--- src/rtl/imem_loader_pkg.sv ---
// imem_loader_pkg: shared FSM encoding and sizing constants for the instruction memory loader
package imem_loader_pkg;
  typedef enum logic [1:0] {IDLE, RECV, WRITE, DONE} state_t;
  localparam int DEPTH_DEF = 1024;
  localparam int LANES = 4;
  localparam int LANE_W = $clog2(LANES);
  localparam int WC_W = 11;
endpackage

--- src/rtl/imem_loader_if.sv ---
// imem_loader_if: byte stream in, instruction memory write port out
interface imem_loader_if;
  logic in_valid;
  logic in_ready;
  logic [7:0] in_data;
  logic mem_writeEnable;
  logic [31:0] mem_address;
  logic [31:0] mem_dataIn;
  modport master (output in_valid, in_data, input in_ready, mem_writeEnable, mem_address, mem_dataIn);
  modport slave (input in_valid, in_data, output in_ready, mem_writeEnable, mem_address, mem_dataIn);
endinterface

--- src/rtl/imem_byte_packer.sv ---
// imem_byte_packer: little-endian byte lane counter and 32-bit word assembler
module imem_byte_packer
  import imem_loader_pkg::*;
(
  input  logic        clk,
  input  logic        reset_n,
  input  logic        clear,
  input  logic        accept,
  input  logic [7:0]  byte_in,
  output logic [31:0] word,
  output logic        word_valid
);
  logic [LANE_W-1:0] lane_q, lane_d;
  logic [31:0] word_q, word_d;
  always_comb begin
    lane_d = clear ? '0 : accept ? lane_q + 1'b1 : lane_q;
    word_d = word_q;
    if (accept) word_d[{lane_q, 3'b000} +: 8] = byte_in;
  end
  assign word = word_d;
  assign word_valid = accept && lane_q == LANE_W'(LANES - 1);
  always_ff @(posedge clk) begin
    if (!reset_n) begin
      lane_q <= '0;
      word_q <= '0;
    end else begin
      lane_q <= lane_d;
      word_q <= word_d;
    end
  end
endmodule

--- src/rtl/imem_loader.sv ---
// imem_loader: streams bytes into the instruction memory as little-endian words while holding the CPU
module imem_loader
  import imem_loader_pkg::*;
#(
  parameter int DEPTH = DEPTH_DEF
) (
  input  logic            clk,
  input  logic            reset_n,
  input  logic            start,
  input  logic [WC_W-1:0] word_count,
  output logic            busy,
  output logic            cpu_hold,
  output logic            done,
  output logic            error,
  imem_loader_if.slave    bus
);
  localparam int IW = $clog2(DEPTH);
  localparam logic [WC_W-1:0] DEPTH_W = WC_W'(DEPTH);
  state_t state_q, state_d;
  logic [IW-1:0] idx_q, idx_d, addr_q, addr_d;
  logic [WC_W-1:0] cnt_q, cnt_d;
  logic [31:0] data_q, data_d, word;
  logic error_q, error_d, clear, accept, word_valid, last;
  assign accept = bus.in_valid && bus.in_ready;
  imem_byte_packer u_packer (
    .clk        (clk),
    .reset_n    (reset_n),
    .clear      (clear),
    .accept     (accept),
    .byte_in    (bus.in_data),
    .word       (word),
    .word_valid (word_valid)
  );
  always_comb begin
    state_d = state_q;
    idx_d = idx_q;
    cnt_d = cnt_q;
    addr_d = addr_q;
    data_d = data_q;
    error_d = 1'b0;
    clear = 1'b0;
    last = WC_W'(idx_q) == cnt_q - 1'b1;
    case (state_q)
      IDLE: if (start) begin
        if (word_count != '0 && word_count <= DEPTH_W) begin
          state_d = RECV;
          cnt_d = word_count;
          idx_d = '0;
          clear = 1'b1;
        end else error_d = 1'b1;
      end
      RECV: if (word_valid) begin
        state_d = WRITE;
        addr_d = idx_q;
        data_d = word;
      end
      // index holds on the final word so it never reaches DEPTH
      WRITE: begin
        state_d = last ? DONE : RECV;
        idx_d = last ? idx_q : idx_q + 1'b1;
      end
      default: state_d = IDLE;
    endcase
  end
  always_ff @(posedge clk) begin
    if (!reset_n) begin
      state_q <= IDLE;
      idx_q <= '0;
      cnt_q <= '0;
      addr_q <= '0;
      data_q <= '0;
      error_q <= 1'b0;
    end else begin
      state_q <= state_d;
      idx_q <= idx_d;
      cnt_q <= cnt_d;
      addr_q <= addr_d;
      data_q <= data_d;
      error_q <= error_d;
    end
  end
  assign bus.in_ready = state_q == RECV;
  assign bus.mem_writeEnable = state_q == WRITE;
  assign bus.mem_address = 32'(addr_q);
  assign bus.mem_dataIn = data_q;
  assign busy = state_q != IDLE;
  assign cpu_hold = busy;
  assign done = state_q == DONE;
  assign error = error_q;
endmodule

--- src/flat_wrapper.sv ---
// flat-port wrapper written by rule: the top's interface ports become plain ports
module imem_loader_flat import imem_loader_pkg::*;
#(
  parameter int DEPTH = DEPTH_DEF
)
  (clk, reset_n, start, word_count, busy, cpu_hold, done, error, bus_in_valid, bus_in_data, bus_in_ready, bus_mem_writeEnable, bus_mem_address, bus_mem_dataIn);
  imem_loader_if bus_i ();
  input  logic clk;
  input  logic reset_n;
  input  logic start;
  input  logic [WC_W-1:0] word_count;
  output logic busy;
  output logic cpu_hold;
  output logic done;
  output logic error;
  input wire logic [$bits(bus_i.in_valid)-1:0] bus_in_valid;
  input wire logic [$bits(bus_i.in_data)-1:0] bus_in_data;
  output wire logic [$bits(bus_i.in_ready)-1:0] bus_in_ready;
  output wire logic [$bits(bus_i.mem_writeEnable)-1:0] bus_mem_writeEnable;
  output wire logic [$bits(bus_i.mem_address)-1:0] bus_mem_address;
  output wire logic [$bits(bus_i.mem_dataIn)-1:0] bus_mem_dataIn;
  assign bus_i.in_valid = bus_in_valid;
  assign bus_i.in_data = bus_in_data;
  assign bus_in_ready = bus_i.in_ready;
  assign bus_mem_writeEnable = bus_i.mem_writeEnable;
  assign bus_mem_address = bus_i.mem_address;
  assign bus_mem_dataIn = bus_i.mem_dataIn;
  imem_loader #(.DEPTH(DEPTH)) u_core (.clk(clk), .reset_n(reset_n), .start(start), .word_count(word_count), .busy(busy), .cpu_hold(cpu_hold), .done(done), .error(error), .bus(bus_i));
endmodule
--- config.mk ---
export PLATFORM = sky130hd
export DESIGN_NAME = imem_loader_flat
export DESIGN_NICKNAME = d
export VERILOG_FILES = /design/src/rtl/imem_loader_pkg.sv /design/src/rtl/imem_loader_if.sv /design/src/rtl/imem_byte_packer.sv /design/src/rtl/imem_loader.sv /design/src/flat_wrapper.sv
export SDC_FILE = /design/constraint.sdc
export NUM_CORES = 1
export LEC_CHECK = 0
export BUFFER_PORTS_ARGS = -buffer_cell sky130_fd_sc_hd__buf_2
export CORE_MARGIN = 10
export CORE_UTILIZATION = 40
export DETAILED_ROUTE_END_ITERATION = 8
export HOLD_SLACK_MARGIN = 0.03
export SYNTH_ARGS = -nofsm -noshare
export SYNTH_HDL_FRONTEND = slang
export SYNTH_SLANG_ARGS = --single-unit
export TNS_END_PERCENT = 100
--- constraint.sdc ---
create_clock -name clk -period 5.4 [get_ports clk]
set_clock_uncertainty 0.1 [all_clocks]
set_input_delay 0.54 -clock clk [delete_from_list [all_inputs] [get_ports clk]]
set_output_delay 0.54 -clock clk [all_outputs]
set_load 0.01 [all_outputs]
==> results_dict.tcl <==
set metrics [dict create \
    synth_edf_count 0 \
    yosysMostFrequentCell "dfxtp_1" \
    finalSetupViolations 0 \
    crit_path_max_fanout 14 \
    design_area_um2 4778 \
    core.rowCount 37 \
    initial_core_util_pct 41.16 \
    clockBufferDepth 2 \
    max_freq_mhz 337.2 \
    ys_ff_latch 92 \
    ys_top_cells_by_count "dfxtp_1, nand2_1, nor2b_1" \
    final_cells 680 \
    globalRouteTotalUtil_pct 13.60 \
    synth_cell_types 52 \
    p_leak_uw 0.002380 \
    postCtsSetupRepairBufs 0 \
    hold_violations 0 \
    cts_resized 0 \
    clk_latency_ns 0.36 \
    cp-end-kind "flop" \
    chipWidth_um 123.3 \
    fp.coreArea_um2 10370 \
    drt_first_pass_iters 4 \
    syn_area_per_cell_um2 8.782 \
    synthTopCellsByArea "dfxtp_1, nand2_1, o211a_1, nor2b_1, and3_1" \
    vias 3413 \
    maxSlewViolCount 0 \
    powerDensity_nw_per_um2 257.9 \
    min_period_over_period_pct 54.92 \
    nets 569 \
    cap_violations 0 \
    grt_pass1_vias 3444 \
    ys_seq_area_share_pct 43.15 \
    cts.sinks 92 \
    nFillCells 1049 \
    grt_max_degree 83 \
    period_needed_ns 2.966 \
    hpwl_mm 7.439 \
    tightest_slew_ns 1.132 \
    drc 0 \
    wl_mm 10.27 \
    syn2layout_area_growth_pct 11.96 \
    path_class "input port to flop" \
    path_buf_inv 1 \
    placed_area_um2 4598 \
    die_y_um 123.3 \
    gp_congestion 0.8406 \
    power_uw 1232 \
    synth_top_area_cell "dfxtp_1" \
    hold_buffers 0 \
    grt_overflow 0 \
    cts_buffers 9 \
    relSlewSlack_pct 24.18 \
    tns_ns 0 \
    synthArstFlopShare_pct 0 \
    outcome "finished clean" \
    max_stage_delay_ns 0.96 \
    yosys_warnings 0 \
    cp_slowest_cell "nor3b_2" \
    rsz0062_at_grt "no" \
    worstSetupStartpointType "input port" \
    clkTransAtPathRegs_ns 0.09 \
    grt_pass1_wl_mm 16.86 \
    cp_cell_sequence "buf_2, nor4_1, a31oi_1, nor3b_2, nand2b_1, a211oi_1, a31o_2" \
    antenna_found_initial 1 \
    hp-class "input port to flop" \
    final_util_pct 46.08 \
    routed_via_density 5.019 \
    crit_family "simple AND/OR/NAND/NOR gates" \
    drtIter0Drc 188 \
    placedCellCount 664 \
    critPathRequiredTime_ns 5.55 \
    cp.arrival_ns 3.12 \
    htree_levels 3 \
    drive_gt1_share_pct 17.65 \
    synth_ff_type "dfxtp_1" \
    yosysTopAreaCellShare_pct 43.15 \
    die_area_um2 15200 \
    antenna_cells 0 \
    wl_per_cell_um 15.11 \
    postRouteAntennaNets 0 \
    num_io_pins 93 \
    synth_area_um2 4268 \
    port_buffers 70 \
    syn_inst 486 \
    ir_worst_vdd_uv 126.9 \
    root_buffer "clkbuf_8" \
    cts_tree "done" \
]
worst reg2reg max path, stage by stage (launching register included):
cell and delay, ns:
dfxtp_1 0.36, inv_1 0.09, ha_1 0.18, nor3b_1 0.50, a211oi_1 0.16, o22ai_1 0.22, nor4_2 0.07, a21oi_2 0.56
a211oi_1 0.17, a31o_2 0.24
where the power goes:
group | internal [uW] | switching, uW
registers | 685 | 8.64
logic | 40.1 | 65.7
clock network | 176 | 257
total | 901 | 331
final timing paths:
check                                 startpoint                to  slack [ns]  depth (start not counted)
worst max register to register   u_core.cnt_q[0]   u_core.idx_q[6]        2.64                          9
worst min register to register  u_core.addr_q[8]  u_core.addr_q[8]        0.37                          2
worst min-delay path               word_count[0]   u_core.cnt_q[0]        0.36                          3
worst max-delay path               word_count[6]   u_core.idx_q[6]        2.43                          7
layer usage:
| layer | routed length (um) | GRT usage, % | up-vias |
|---|---|---|---|
| met5 | 7 | 0 | - |
| met4 | 149 | 4.148 | 2 |
| met2 | 4746 | 22.34 | 79 |
| li1 | - | - | 1739 |
| met1 | 4503 | 16.09 | 1579 |
| met3 | 867 | 5.242 | 14 |
layout by cell type (no fill, tap or decap), drive strengths merged, types with 2 or more instances in the layout:
master / synthesis / final
a31oi: 4 / 4
dfxtp: 92 / 92
nor4: 5 / 5
nand4: 4 / 4
conb: 1 / 22
nand2: 74 / 74
a31o: 3 / 3
xor2: 10 / 10
mux2i: 9 / 9
a211oi: 2 / 2
xnor2: 4 / 4
nand2b: 3 / 3
nand3: 4 / 4
or3: 2 / 2
and3: 32 / 32
inv: 11 / 15
clkinvlp: 0 / 2
nor2: 16 / 16
clkbuf: 21 / 10
ha: 7 / 7
nor2b: 37 / 37
o31ai: 2 / 2
nor3b: 6 / 6
nor3: 2 / 2
or4: 3 / 3
o211a: 24 / 24
and2: 5 / 5
a21boi: 20 / 20
buf: 30 / 72
o21ai: 7 / 7
a21oi: 32 / 32
sequential cells by signal, summed over array words and instances, names as in the netlist:
signal,flops
u_core.state_q,2
u_core.bus.mem_dataIn,32
u_core.idx_q,10
u_core.u_packer.lane_q,2
u_core.u_packer.word_q,24
u_core.cnt_q,11
u_core.error,1
u_core.addr_q,10
logic make-up after synthesis:
logic type / count (synthesis) / share of synthesized area (%)
buffers and inverters: 62 / 7.769
muxes: 9 / 2.111
adders and majority gates: 7 / 2.052
and+or+nand+nor: 196 / 23.83
other: 1 / 0.08787
AOI/OAI and AO/OA: 105 / 18.12
DFF: 92 / 43.15
xor gates and xnor gates: 14 / 2.873
area by class of cell:
class / count / area (um^2) / share of cell area, %
Clock buffer: 10 / 127.6 / 2.671
Timing Repair Buffer: 72 / 365.4 / 7.646
Clock inverter: 6 / 52.55 / 1.100
Inverter: 11 / 41.29 / 0.8641
Sequential cell: 92 / 1842 / 38.54
Tap cell: 136 / 170.2 / 3.561
Multi-Input combinational cell: 353 / 2180 / 45.61
stage by stage:
stage / hold slack (ns) / setup WS (ns)
floorplan: 0.3656 / 2.881
global placement: 0.3513 / 2.144
detailed placement: 0.3559 / 2.068
CTS: 0.3398 / 2.454
global route: 0.3592 / 2.154
finish: 0.3583 / 2.434
No activity file was read; power rests on OpenSTA's default activity.
